==> config.mk <==
export PLATFORM = sky130hd
export DESIGN_NAME = adder_result_collector
export DESIGN_NICKNAME = d
export VERILOG_FILES = /design/src/rtl/adder_pkg.sv /design/src/rtl/result_fifo.sv /design/src/rtl/adder_result_collector.sv
export SDC_FILE = /design/constraint.sdc
export NUM_CORES = 1
export LEC_CHECK = 0
export CAP_MARGIN = 30
export CORE_MARGIN = 2
export CORE_UTILIZATION = 56
export DETAILED_ROUTE_END_ITERATION = 7
export GPL_TIMING_DRIVEN = 0
export PLACE_DENSITY = 0.75
export SETUP_SLACK_MARGIN = 0.02
export SYNTH_ARGS = -nofsm -noshare
export SYNTH_HDL_FRONTEND = slang
export SYNTH_SLANG_ARGS = --single-unit
==> constraint.sdc <==
create_clock -name clk -period 3.1 [get_ports clk]
set_clock_uncertainty 0.05 [all_clocks]
set_input_delay 0.775 -clock clk [delete_from_list [all_inputs] [get_ports clk]]
set_output_delay 0.775 -clock clk [all_outputs]
set_load 0.01 [all_outputs]
==> src/rtl/adder_pkg.sv <==
`default_nettype none
// ============================================================================
// Module   : adder_pkg
// Purpose  : Shared widths and result type for the 4-bit adder and its benches
// Revision : 1.0
// ============================================================================
package adder_pkg;

    localparam int OP_W   = 4;
    localparam int DATA_W = 7;

    typedef logic [DATA_W-1:0] result_t;

endpackage
`default_nettype wire

==> src/rtl/result_fifo.sv <==
`default_nettype none
// ============================================================================
// Module   : result_fifo
// Purpose  : Synchronous FIFO with a registered head-of-queue output register
// Revision : 1.0
// ============================================================================
module result_fifo
    import adder_pkg::*;
#(
    parameter int DEPTH = 8,
    parameter int WIDTH = adder_pkg::DATA_W
) (
    input  logic                     clk,
    input  logic                     reset,
    input  logic                     push_i,
    input  logic [WIDTH-1:0]         push_data_i,
    input  logic                     pop_i,
    output logic [WIDTH-1:0]         rd_data_o,
    output logic [$clog2(DEPTH):0]   count_o,
    output logic                     full_o,
    output logic                     empty_o
);

    localparam int PTR_W = $clog2(DEPTH);
    localparam int CNT_W = PTR_W + 1;

    logic [WIDTH-1:0] mem_q [DEPTH];
    logic [PTR_W-1:0] head_q, head_d;
    logic [PTR_W-1:0] tail_q, tail_d;
    logic [CNT_W-1:0] count_q, count_d;
    logic [WIDTH-1:0] rd_data_q, rd_data_d;
    logic             w_pop;
    logic             w_push;
    logic             w_full;
    logic             w_empty;

    assign w_full  = (count_q == CNT_W'(DEPTH));
    assign w_empty = (count_q == '0);
    assign w_pop   = pop_i && !w_empty;
    assign w_push  = push_i && (!w_full || w_pop);

    always_comb begin
        head_d    = head_q;
        tail_d    = tail_q;
        count_d   = count_q;
        rd_data_d = rd_data_q;
        if (w_push) begin
            tail_d = tail_q + PTR_W'(1);
        end
        if (w_pop) begin
            head_d = head_q + PTR_W'(1);
        end
        if (w_push && !w_pop) begin
            count_d = count_q + CNT_W'(1);
        end else if (w_pop && !w_push) begin
            count_d = count_q - CNT_W'(1);
        end
        // The head register always mirrors the entry that will sit at the head
        // after this edge; when the queue drains it keeps the last value.
        if (w_push && (w_empty || (w_pop && count_q == CNT_W'(1)))) begin
            rd_data_d = push_data_i;
        end else if (w_pop && count_q > CNT_W'(1)) begin
            rd_data_d = mem_q[head_q + PTR_W'(1)];
        end
    end

    always_ff @(posedge clk) begin
        if (w_push) begin
            mem_q[tail_q] <= push_data_i;
        end
    end

    always_ff @(posedge clk) begin
        if (reset) begin
            head_q    <= '0;
            tail_q    <= '0;
            count_q   <= '0;
            rd_data_q <= '0;
        end else begin
            head_q    <= head_d;
            tail_q    <= tail_d;
            count_q   <= count_d;
            rd_data_q <= rd_data_d;
        end
    end

    assign rd_data_o = rd_data_q;
    assign count_o   = count_q;
    assign full_o    = w_full;
    assign empty_o   = w_empty;

endmodule
`default_nettype wire

==> src/rtl/adder_result_collector.sv <==
`default_nettype none
// ============================================================================
// Module   : adder_result_collector
// Purpose  : Captures adder sums one cycle after valid, queues them, and
//            keeps a wrapping accumulation of every captured result
// Revision : 1.0
// ============================================================================
module adder_result_collector
    import adder_pkg::*;
#(
    parameter int DATA_W = adder_pkg::DATA_W,
    parameter int DEPTH  = 8,
    parameter int ACC_W  = 16
) (
    input  logic                     clk,
    input  logic                     reset,
    input  logic                     valid,
    input  logic [DATA_W-1:0]        c,
    output logic                     out_valid,
    input  logic                     out_ready,
    output logic [DATA_W-1:0]        out_data,
    output logic [$clog2(DEPTH):0]   count,
    output logic                     full,
    output logic                     empty,
    output logic                     overflow,
    output logic [ACC_W-1:0]         acc
);

    logic             valid_d_q;
    logic             overflow_q, overflow_d;
    logic [ACC_W-1:0] acc_q, acc_d;
    logic             w_cap;
    logic             w_pop;
    logic             w_drop;

    // The adder registers its sum on the valid edge, so the sum is stable
    // exactly while the delayed strobe is high.
    assign w_cap  = valid_d_q;
    assign w_pop  = !empty && out_ready;
    assign w_drop = w_cap && full && !w_pop;

    always_comb begin
        overflow_d = overflow_q | w_drop;
        acc_d      = acc_q;
        if (w_cap) begin
            acc_d = acc_q + ACC_W'(c);
        end
    end

    always_ff @(posedge clk) begin
        if (reset) begin
            valid_d_q  <= 1'b0;
            overflow_q <= 1'b0;
            acc_q      <= '0;
        end else begin
            valid_d_q  <= valid;
            overflow_q <= overflow_d;
            acc_q      <= acc_d;
        end
    end

    result_fifo #(
        .DEPTH (DEPTH),
        .WIDTH (DATA_W)
    ) u_fifo (
        .clk         (clk),
        .reset       (reset),
        .push_i      (w_cap),
        .push_data_i (c),
        .pop_i       (out_ready),
        .rd_data_o   (out_data),
        .count_o     (count),
        .full_o      (full),
        .empty_o     (empty)
    );

    assign out_valid = !empty;
    assign overflow  = overflow_q;
    assign acc       = acc_q;

endmodule
`default_nettype wire
; After elaboration in Yosys (flattened, before gate mapping)
; Memory sizes are Yosys's and may differ from the RTL's.
; Cells that the tools add are included.
[totals]
output_inout_bits = 31
elab_cells = 41
n_memories = 1
mem_bits_rw = 56
register_bits = 35
[op_classes]
n_mux = 6
reduce_logical = 18
add_sub_neg = 5
eq_ne = 2
order_cmp = 1
bitwise = 1
[memory_table]
columns = name, words, width, rd, rd_ports_with_merged_regs, write_ports, line
row1 = u_fifo.mem_q, 8, 7, 1, 0, 1, result_fifo.sv:27  ; logic [WIDTH-1:0] mem_q [DEPTH];
[ops]
columns = cell, count
row1 = adder 16 x 7 -> 16 bit, 1
row2 = 2-to-1 mux 7 bit, 2
row3 = logical AND 1 bit, 9
row4 = 2-to-1 mux 4 bit, 2
row5 = "adder 3 x 1 -> 3 bit, second input constant", 2
row6 = "adder 4 x 1 -> 4 bit, second input constant", 1
row7 = "equality test 4 x 1 -> 1 bit, second input constant", 1
row8 = "equality test 4 bit, second input constant", 1
row9 = "greater-than comparator 4 x 1 -> 1 bit, second input constant", 1
row10 = logical NOT 1 bit, 4
row11 = logical NOT 4 bit, 1
row12 = nonzero test 2 bit, 2
row13 = "subtractor 4 x 1 -> 4 bit, second input constant", 1
row14 = logical OR 1 bit, 2
row15 = 2-to-1 mux 1 bit, 2
row16 = bitwise OR 1 bit, 1

; Depth between registers and ports, before layout
; Gate-level depths: netlist of the first run.
[logic_depth]
ltp_word = 9
depth_mapped = 10
depth_no_buf = 10

; By module
; From an unflattened synthesis of the first run, not the netlist that was laid out.
[unflattened]
cells_unflattened = 326
area_unflattened_um2 = 4167.7
[modules_own_cells]
columns = mod, n_inst, area_per_inst_um2, cells_per_inst, seq_area_each_um2
row1 = result_fifo, 1, 3129.3, 207, 2021.9
row2 = adder_result_collector, 1, 1038.5, 119, 360.3

; Worst setup path before layout of the first run
; Ideal clock, no wire load.
[synth_timing]
path_type = input port to flip-flop
from = input port out_ready
to = register u_fifo.count_q[3] (netlist: u_fifo.count_o[3])
t_required_ns = 2.922
path_buffers = 1
t_arrival_ns = 2.469
stages = 8
setup_time_ns = 0.128
slack_ns = 0.454
path_cell_list = buf_6 o21ai_0 inv_1 ha_1 or4_1 a21oi_1 xnor2_1 nor2_1
[synth_between]
elab_chain_len = 6
elab_cells_between_ends = 9
[synth_lines]
columns = item, line
row1 = from (decl), adder_result_collector.sv:20  ; input logic out_ready,
row2 = logical AND 1 bit (*), result_fifo.sv:39  ; assign w_pop = pop_i && !w_empty;
row3 = logical OR 1 bit (*), result_fifo.sv:40  ; assign w_push = push_i && (!w_full || w_pop);
row4 = logical AND 1 bit (*), result_fifo.sv:40
row5 = net u_fifo.w_push, result_fifo.sv:33  ; logic w_push;
row6 = logical NOT 1 bit, result_fifo.sv:55  ; end else if (w_pop && !w_push) begin
row7 = logical AND 1 bit, result_fifo.sv:55
row8 = nonzero test 2 bit (no source line), --
row9 = to (signal assigned), result_fifo.sv:82  ; count_q <= count_d;
row10 = to (decl), result_fifo.sv:30  ; logic [CNT_W-1:0] count_q, count_d;
; Mark *: on every way through the listed nets, which the timed path passes. The rest lies on a longest branch.
; A chain may end at the register's enable or synchronous reset.

; Final worst setup path of the first run
[layout_timing]
from = register u_fifo.count_q[0] (netlist: u_fifo.count_o[0])
to = output port empty
[layout_between]
elab_chain_len = 1
[layout_lines]
columns = item, line
row1 = logical NOT 4 bit, result_fifo.sv:38  ; assign w_empty = (count_q == '0);
row2 = to (decl), adder_result_collector.sv:24  ; output logic empty,
; Every way passes these cells.

==> flow_metrics.env, run 1 <==
export IMPL_wl_per_cell_um=17.0
export IMPL_dp_cells=447
export IMPL_ys_flop_type="edfxtp_1"
export IMPL_hold_ws_ns=0.427
export IMPL_yosysWarnings=0
export IMPL_finalSetupTns_ns=0
export IMPL_crit_fanout=7
export IMPL_r2r_start="u_fifo.count_o[0]"
export IMPL_cts_sink_count=91
export IMPL_reg2regPathDepth=10
export IMPL_ys_seq_area_share_pct=57.8
export IMPL_cp_depth=6
export IMPL_cp_start_kind="flop"
export IMPL_status="finished clean"
export IMPL_cpPeakStageDelay_ns=0.52
export IMPL_die_w_um=89.8
export IMPL_first_pass_iters=4
export IMPL_grt_pass1_vias=2589
export IMPL_grt_use_total_pct=20.7
export IMPL_grt_pass1_wl_um=13200
export IMPL_num_fill_cells=514
export IMPL_drv_slew=0
export IMPL_synth_nets=331
export IMPL_fin_nets=387
export IMPL_hold_end="u_fifo.rd_data_o[5]"
export IMPL_fin_crit_ns=3.00
export IMPL_clk_latency_ns=0.35
export IMPL_diodes=0
export IMPL_drt_iter0_markers=261
export IMPL_area_growth_synth_to_final_pct=18.8
export IMPL_hp_class="flop to flop"
export IMPL_core_um2=7180
export IMPL_hold_violations=0
export IMPL_end_kind="primary output"
export IMPL_gp_congestion=0.802
export IMPL_slew_headroom_pct=41.2
export IMPL_synth_edf_count=56
export IMPL_leakage_nw=1.70
export IMPL_vias=2653
export IMPL_r2r_end="u_fifo.count_o[3]"
export IMPL_crit_buf_inv=4
export IMPL_power_w=0.00346
export IMPL_clock_path_buffers=2
export IMPL_die_h_um=89.8
export IMPL_cts_tree="built"
export IMPL_worstHoldStart="u_fifo.rd_data_o[5]"
export IMPL_crit_type="flop to primary output"
export IMPL_critPathArrivalTime_ns=2.17
export IMPL_crit_family="buffers and inverters"
export IMPL_synth_cells=306
export IMPL_antenna_found_initial=0
export IMPL_r2r_setup_slack_ns=0.40
export IMPL_gr_total_overflow=0
export IMPL_final_cells=466
export IMPL_cp_slowest_cell="clkdlybuf4s50_1"
export IMPL_cts_hold_buf=0
export IMPL_num_io_pins=42
export IMPL_initial_core_util_pct=57.5
export IMPL_synth_async_reset_ratio_pct=0
export IMPL_setup_violations=0
export IMPL_root_buffer="clkbuf_8"
export IMPL_ant_nets=0
export IMPL_drc=0
export IMPL_h_tree_depth=3
export IMPL_mostFrequentLayoutCells="edfxtp_1, clkdlybuf4s50_1, dfxtp_1"
export IMPL_p_per_area_nw_per_um2=706
export IMPL_hold_depth=1
export IMPL_post_dp_hpwl_um=5790
export IMPL_drive_gt1_share_pct=17.4
export IMPL_clkSlewWorstSetupHoldPaths_ns=0.10
export IMPL_std_cell_rows=31
export IMPL_fmax_mhz=333
export IMPL_ir_worst_vdd_v=0.000266
export IMPL_syn_avg_cell_area_um2=13.5
export IMPL_tightest_slew_ns=0.875
export IMPL_syn_area_um2=4120
export IMPL_viasPerCell=5.69
export IMPL_io_buffers=40
export IMPL_synth_seq_cells=91
export IMPL_ys_types=55
export IMPL_rsz0062_at_grt="false"
export IMPL_final_util_pct=68.3
export IMPL_crit_required_ns=2.27
export IMPL_period_share_pct=96.8
export IMPL_max_cap_violations=0
export IMPL_grt_max_degree=17
export IMPL_worstPathCellList="inv_1 -> ha_4 -> or3b_2 -> buf_2 -> inv_2 -> clkdlybuf4s50_1"
export IMPL_die_area_um2=8060
export IMPL_numCtsBuffers=9
export IMPL_drt_wl_total_um=7910
export IMPL_layout_commonest_cell="edfxtp_1"
worst reg2reg max path: stages, from the launching register on:
cell      delay (ns)
dfxtp_2         0.37
inv_1           0.10
ha_4            0.17
nand3b_1        0.18
o21ai_1         0.43
inv_1           0.18
ha_1            0.30
or4_1           0.41
a21oi_1         0.20
xnor2_1         0.15
nor2_1          0.05
flip-flops by register name, indices dropped and copies added, names as in the netlist:
signal,cells
u_fifo.rd_data_o,7
u_fifo.count_o,4
valid_d_q,1
u_fifo.tail_q,3
u_fifo.head_q,3
u_fifo.mem_q,56
acc,16
overflow,1
cells by family after synthesis:
logic type | after synthesis | share of synthesized area, %
DFF | 91 | 57.8
and+or+nand+nor | 90 | 12.0
AOI/OAI and AO/OA | 53 | 9.92
muxes | 29 | 11.4
buffers and inverters | 19 | 2.34
adders and majority gates | 14 | 4.43
xor gates and xnor gates | 10 | 2.12
through the flow:
step	setup WS (ns)	instance area, µm²
after floorplan	0.454	4120
after global placement	-0.306	4650
after detailed placement	-0.398	4660
after CTS	0.0148	4870
after global routing	0.0312	4900
final	0.100	4900
synthesized netlist by cell type, types with 2 or more instances:
library cell | n | area, µm²
a211o_1 | 2 | 17.5
a211oi_1 | 4 | 30.0
a21o_1 | 4 | 30.0
a21oi_1 | 15 | 75.1
a32o_1 | 7 | 70.1
buf_2 | 2 | 10.0
buf_6 | 3 | 33.8
clkbuf_1 | 7 | 26.3
dfxtp_1 | 35 | 701
edfxtp_1 | 56 | 1680
ha_1 | 13 | 163
inv_1 | 6 | 22.5
mux2_2 | 5 | 56.3
mux2i_1 | 10 | 100
mux4_2 | 14 | 315
nand2_1 | 16 | 60.1
nand2b_1 | 6 | 37.5
nand3_1 | 6 | 30.0
nand3b_1 | 2 | 15.0
nor2_1 | 24 | 90.1
nor2b_1 | 5 | 31.3
nor3_1 | 4 | 20.0
nor3b_1 | 2 | 15.0
nor4_1 | 2 | 12.5
o211ai_1 | 2 | 15.0
o21a_1 | 2 | 15.0
o21ai_0 | 4 | 20.0
o31ai_1 | 3 | 22.5
or2_0 | 3 | 18.8
or2_2 | 4 | 25.0
or3_1 | 2 | 12.5
or3b_2 | 2 | 17.5
or4_1 | 4 | 30.0
xnor2_1 | 3 | 26.3
xor2_1 | 7 | 61.3
final cells by class:
type	instances	area (µm²)	area share (%)
Multi-Input combinational cell	196	1670	34.0
Tap cell	99	124	2.53
Buffer	12	70.1	1.43
Timing Repair Buffer	45	433	8.84
Clock inverter	6	70.1	1.43
Inverter	7	26.3	0.536
Clock buffer	10	128	2.60
Sequential cell	91	2380	48.6
worst max-delay path by stage:
stage                       from           endpoint  slack, ns
2_1_floorplan          out_ready  u_fifo.count_o[3]       0.45
5_1_grt        u_fifo.count_o[0]              empty       0.03
3_3_place_gp                c[0]            acc[12]      -0.31
6_report       u_fifo.count_o[0]              empty       0.10
3_5_place_dp                c[0]            acc[12]      -0.40
4_1_cts        u_fifo.count_o[0]              empty       0.01
what timing repair did:
| item | in CTS | in global routing |
|---|---|---|
| setup endpoints to repair | 5 | 7 |
| buffers inserted | 1 | 0 |
| pin swaps | 1 | 0 |
| gates resized for setup | 1 | 6 |
layer usage:
metal	track usage (%)	vias up	routed length (µm)
li1	-	1291	-
met1	28.9	1287	3590
met2	33.5	66	3860
met3	4.86	9	381
met4	4.87	0	90
met5	0	-	0
report_power, final:
group / leakage, nW / switching [W] / internal [W] / total (W)
combinational: 0.802 / 0.000580 / 0.000628 / 0.00121
sequential: 0.792 / 0.0000765 / 0.00137 / 0.00145
clock: 0.102 / 0.000423 / 0.000382 / 0.000805
total: 1.70 / 0.00108 / 0.00238 / 0.00346
Power figures use the tool's default switching activity.
==> inputs of run 2 (changes only) <==
SLEW_MARGIN = 40   (was default)
==> run 2 against run 1 <==
  * Power is 0.52% lower
  * Critical endpoint is now out_valid
  * Combinational power hardly changed
  * Largest cell class unchanged
  * Non-clock buffer count is 3 lower
  * Critical path depth is 1 lower
  * Global-route usage is 0.11 points lower
  * Via count is 0.72% lower
  * Count of clock-buffer cells in the layout is 1 higher
  * Flip-flop and latch count stayed put
  * Maximum frequency is 3.5% higher
==> flow_metrics.env, run 2 (synthesis results as in run 1) <==
export IMPL_hp_class="flop to flop"
export IMPL_post_place_ws_ns=-0.354
export IMPL_gp_congestion=0.802
export IMPL_cts_hold_buf=0
export IMPL_clkSlewWorstSetupHoldPaths_ns=0.09
export IMPL_cpPeakStageDelay_ns=0.48
export IMPL_antenna_found_initial=0
export IMPL_grt_pass1_wl_um=13000
export IMPL_largest_reg_flops=56
export IMPL_core_um2=7180
export IMPL_period_share_pct=93.5
export IMPL_final_cells=463
export IMPL_dp_cells=446
export IMPL_power_w=0.00344
export IMPL_slew_headroom_pct=47.6
export IMPL_worstPathCellList="inv_1 -> ha_4 -> or3b_2 -> buf_2 -> clkdlybuf4s50_1"
export IMPL_cts_sink_count=91
export IMPL_multiInputGateArea_um2=1690
export IMPL_hold_depth=1
export IMPL_hold_violations=0
export IMPL_area_growth_synth_to_final_pct=19.1
export IMPL_clock_path_buffers=2
export IMPL_fin_nets=384
export IMPL_h_tree_depth=3
export IMPL_seq_area_um2=2390
export IMPL_drive_gt1_share_pct=17.3
export IMPL_r2r_setup_slack_ns=0.27
export IMPL_r2r_start="u_fifo.count_o[0]"
export IMPL_die_area_um2=8060
export IMPL_drc=0
export IMPL_die_h_um=89.8
export IMPL_mostFrequentLayoutCells="edfxtp_1, clkdlybuf4s50_1, dfxtp_1"
export IMPL_tightest_slew_ns=0.781
export IMPL_wl_per_cell_um=17.1
export IMPL_r2r_end="u_fifo.count_o[3]"
export IMPL_io_buffers=40
export IMPL_max_cap_violations=0
export IMPL_status="finished clean"
export IMPL_rsz0062_at_grt="false"
export IMPL_leakage_nw=1.69
export IMPL_viasPerCell=5.69
export IMPL_cp_slowest_cell="clkdlybuf4s50_1"
export IMPL_clk_latency_ns=0.35
export IMPL_layout_commonest_cell="edfxtp_1"
export IMPL_root_buffer="clkbuf_8"
export IMPL_ir_worst_vdd_v=0.000268
export IMPL_cts_tree="built"
export IMPL_crit_required_ns=2.27
export IMPL_critPathArrivalTime_ns=2.07
export IMPL_worstHoldStart="u_fifo.rd_data_o[3]"
export IMPL_drv_slew=0
export IMPL_diodes=0
export IMPL_vias=2634
export IMPL_num_io_pins=42
export IMPL_end_kind="primary output"
export IMPL_drt_iter0_markers=150
export IMPL_hold_end="u_fifo.rd_data_o[3]"
export IMPL_largest_register="u_fifo.mem_q"
export IMPL_grt_pass1_vias=2537
export IMPL_ant_nets=0
export IMPL_num_fill_cells=521
export IMPL_reg2regPathDepth=10
export IMPL_gr_total_overflow=0
export IMPL_grt_max_degree=16
export IMPL_crit_type="flop to primary output"
export IMPL_p_per_area_nw_per_um2=701
export IMPL_setup_violations=0
export IMPL_crit_fanout=7
export IMPL_final_util_pct=68.4
export IMPL_grt_use_total_pct=20.6
export IMPL_cp_start_kind="flop"
export IMPL_initial_core_util_pct=57.5
export IMPL_std_cell_rows=31
export IMPL_setup_ws_ns=0.201
export IMPL_numCtsBuffers=9
export IMPL_first_pass_iters=4
export IMPL_drt_wl_total_um=7920
export IMPL_fmax_mhz=345
export IMPL_post_dp_hpwl_um=5650
export IMPL_fin_crit_ns=2.90
export IMPL_die_w_um=89.8
==> run 2: cell count changes in the layout (fill, tap and decap cells not counted), moves of 2 or more <==
| cell | before | now |
|---|---|---|
| nor3_2 | 0 | 4 |
| clkinv_1 | 0 | 2 |
| nor3_1 | 4 | 0 |
| inv_6 | 3 | 0 |
| buf_2 | 5 | 3 |
==> run 2: through the flow <==
step                instance area [µm²]  setup TNS [ns]  hold slack (ns)
finish                             4910               0            0.419
global route                       4910               0            0.448
CTS                                4880               0            0.427
detailed placement                 4680           -1.64            0.406
global placement                   4650           -1.31            0.396
floorplan                          4120               0            0.390
==> run 2: repair_timing <==
action,CTS,global route
gates resized for setup,3,5
pin swaps,1,0
setup endpoints to repair,3,7
setup buffers,1,0
==> run 2: metal layers <==
layer  GRT usage, %  part of all wire (%)  vias to the layer above
met5              0                     0                        -
met4           6.67                   1.1                        0
met3           4.36                   4.2                        6
met2           32.4                    48                       67
met1           29.0                    46                     1279
li1               -                     -                     1282
==> run 2: power by group <==
| part | internal, W | total (W) | switching (W) |
|---|---|---|---|
| clock network | 0.000392 | 0.000787 | 0.000395 |
| logic | 0.000625 | 0.00121 | 0.000583 |
| registers | 0.00137 | 0.00145 | 0.0000751 |
==> run 2: worst max-delay path, delay by kind of cell, from the launching register on <==
family	cells	cell delay, ns
buffers and inverters	3	0.75
adders and majority gates	1	0.16
DFF	1	0.38
and+or+nand+nor	1	0.43
==> run 2: worst max path at each step <==
| stage | cells after the start | end | start |
|---|---|---|---|
| final | 5 | out_valid | u_fifo.count_o[0] |
| after global routing | 6 | acc[13] | c[5] |
| after CTS | 6 | empty | u_fifo.count_o[1] |
| after detailed placement | 7 | acc[12] | c[0] |
| after global placement | 7 | acc[12] | c[0] |
| after floorplan | 8 | u_fifo.count_o[3] | out_ready |
==> run 2: area by class of cell <==
type,count,area share (%)
Timing Repair Buffer,42,8.51
Multi-Input combinational cell,196,34.4
Clock buffer,11,2.88
Clock inverter,5,1.10
Buffer,12,1.43
Sequential cell,91,48.6
Tap cell,99,2.52
Inverter,7,0.535
==> inputs of run 3 (changes only) <==
CORE_UTILIZATION = 51   (was 56)
PLACE_DENSITY = 0.72   (was 0.75)
clock period = 2.5 ns   (was 3.1 ns; I/O delays follow)
==> run 3 against run 2 <==
  * Cell count up 1.3%
  * Clock power increased by 37%
  * Sequential share of layout area down 0.95 points
  * First-iteration DRC count shrank 11%
  * Power is 29% higher
  * Wire length is 4.3% higher
  * Die area up 9.4%
  * Hold slack better by 0.0021 ns
  * Non-clock buffer count is 3 higher
  * Critical endpoint is now acc[13]
==> flow_metrics.env, run 3 (synthesis results as in run 1) <==
export IMPL_crit_fanout=10
export IMPL_drt_iter0_markers=133
export IMPL_startpoint="c[5]"
export IMPL_die_w_um=93.9
export IMPL_fmax_mhz=413
export IMPL_drc=0
export IMPL_drv_slew=0
export IMPL_slew_headroom_pct=51.4
export IMPL_max_cap_violations=0
export IMPL_area_growth_synth_to_final_pct=21.5
export IMPL_status="finished clean"
export IMPL_clock_path_buffers=2
export IMPL_power_internal_w=0.00306
export IMPL_wl_per_cell_um=17.6
export IMPL_grt_max_degree=16
export IMPL_critPathArrivalTime_ns=2.61
export IMPL_setup_violations=0
export IMPL_post_dp_hpwl_um=5750
export IMPL_end_kind="flop"
export IMPL_rsz0062_at_grt="true"
export IMPL_crit_required_ns=2.69
export IMPL_pwr_share_seq_pct=40.8
export IMPL_clk_latency_ns=0.35
export IMPL_largest_reg_flops=56
export IMPL_largest_register="u_fifo.mem_q"
export IMPL_std_cell_rows=32
export IMPL_cts_hold_buf=0
export IMPL_power_share_clock_pct=24.4
export IMPL_diodes=0
export IMPL_multiInputGateArea_um2=1760
export IMPL_die_area_um2=8820
export IMPL_place_area_um2=4680
export IMPL_p_switching_w=0.00136
export IMPL_final_cells=469
export IMPL_tightest_slew_ns=0.725
export IMPL_hold_violations=0
export IMPL_vias=2641
export IMPL_crit_type="input port to flop"
export IMPL_num_io_pins=42
export IMPL_fin_crit_ns=2.42
export IMPL_hp_class="flop to flop"
export IMPL_die_h_um=93.9
export IMPL_leakage_nw=1.73
export IMPL_p_per_area_nw_per_um2=883
export IMPL_root_buffer="clkbuf_8"
export IMPL_num_fill_cells=595
export IMPL_dp_cells=449
export IMPL_first_pass_iters=4
export IMPL_io_buffers=40
export IMPL_viasPerCell=5.63
export IMPL_r2r_start="valid_d_q"
export IMPL_grt_use_total_pct=19.9
export IMPL_initial_core_util_pct=53.1
export IMPL_combPwrFrac_pct=34.7
export IMPL_netSwitchingFraction_pct=30.7
export IMPL_layout_commonest_cell="edfxtp_1"
export IMPL_period_share_pct=96.8
export IMPL_grt_pass1_vias=2555
export IMPL_clkSlewWorstSetupHoldPaths_ns=0.09
export IMPL_seq_area_um2=2390
export IMPL_gp_congestion=0.818
export IMPL_cts_sink_count=91
export IMPL_drt_wl_total_um=8260
export IMPL_numCtsBuffers=9
export IMPL_cp_start_kind="input port"
export IMPL_core_um2=7770
export IMPL_gr_total_overflow=0
export IMPL_ir_worst_vdd_v=0.000300
export IMPL_drive_gt1_share_pct=22.3
export IMPL_ant_nets=0
export IMPL_mostFrequentLayoutCells="edfxtp_1, dfxtp_1, clkdlybuf4s50_1"
export IMPL_grt_pass1_wl_um=13200
export IMPL_fin_nets=387
export IMPL_worstHoldStart="u_fifo.rd_data_o[6]"
export IMPL_final_area_um2=5010
export IMPL_antenna_found_initial=0
export IMPL_h_tree_depth=3
export IMPL_cts_tree="built"
run 3: cell count changes in the layout (fill, tap and decap cells not counted), sizes merged, moves of 2 or more:
cell           change
clkdlybuf4s50      -8
buf                +4
dlygate4sd2        +5
clkdlybuf4s15      +2
inv                +2
run 3: path summary, 6_finish.rpt:
check	end	slack (ns)	cells after the start
max	acc[13]	0.08	6
min	u_fifo.rd_data_o[6]	0.42	1
max reg2reg	u_fifo.mem_q[6][0]	0.13	5
min reg2reg	u_fifo.rd_data_o[6]	0.42	1
run 3: layout make-up:
| type | count | share of cell area [%] |
|---|---|---|
| sequential | 91 | 47.7 |
| tap | 102 | 2.55 |
| inverter | 7 | 0.524 |
| buffer | 11 | 1.30 |
| timing repair buffer | 46 | 8.59 |
| multi-input combinational | 196 | 35.1 |
| clock buffer | 10 | 2.55 |
| clock inverter | 6 | 1.75 |
run 3: worst max-delay path: stages:
cell             delay [ns]
clkdlybuf4s15_1        0.38
ha_4                   0.41
o21a_1                 0.18
o2111ai_2              0.26
a2111oi_2              0.38
mux2_2                 0.37
run 3: what timing repair did:
item                       4_1_cts  5_1_grt
setup endpoints to repair       45       16
buffers inserted                 5        0
pin swaps                        2        0
gates resized for setup         25       12
run 3: metal layers:
metal	GRT usage (%)	up-vias	wire [µm]
met3	3.45	6	327
met4	6.88	0	65
met5	0	-	0
met1	27.9	1286	3810
li1	-	1282	-
met2	31.5	67	4050
run 3: per-stage QoR:
stage	total power, W	setup WS (ns)	TNS [ns]	util (%)	hold WS (ns)
3_5_place_dp	0.00331	-0.839	-10.61	60.3	0.405
4_1_cts	0.00444	0.0427	0	64.2	0.427
6_report	0.00442	0.0804	0	64.5	0.421
5_1_grt	0.00467	0.00494	0	64.5	0.435
2_1_floorplan	0.00283	0.0844	0	-	0.390
3_3_place_gp	0.00325	-0.758	-9.34	59.9	0.397
run 3: power groups by stage:
stage,Clock [W],Sequential (W),Combinational (W)
2_1_floorplan,0,0.00184,0.000987
3_3_place_gp,0,0.00182,0.00143
5_1_grt,0.00117,0.00182,0.00168
4_1_cts,0.00111,0.00180,0.00154
6_report,0.00108,0.00180,0.00154
3_5_place_dp,0,0.00182,0.00149
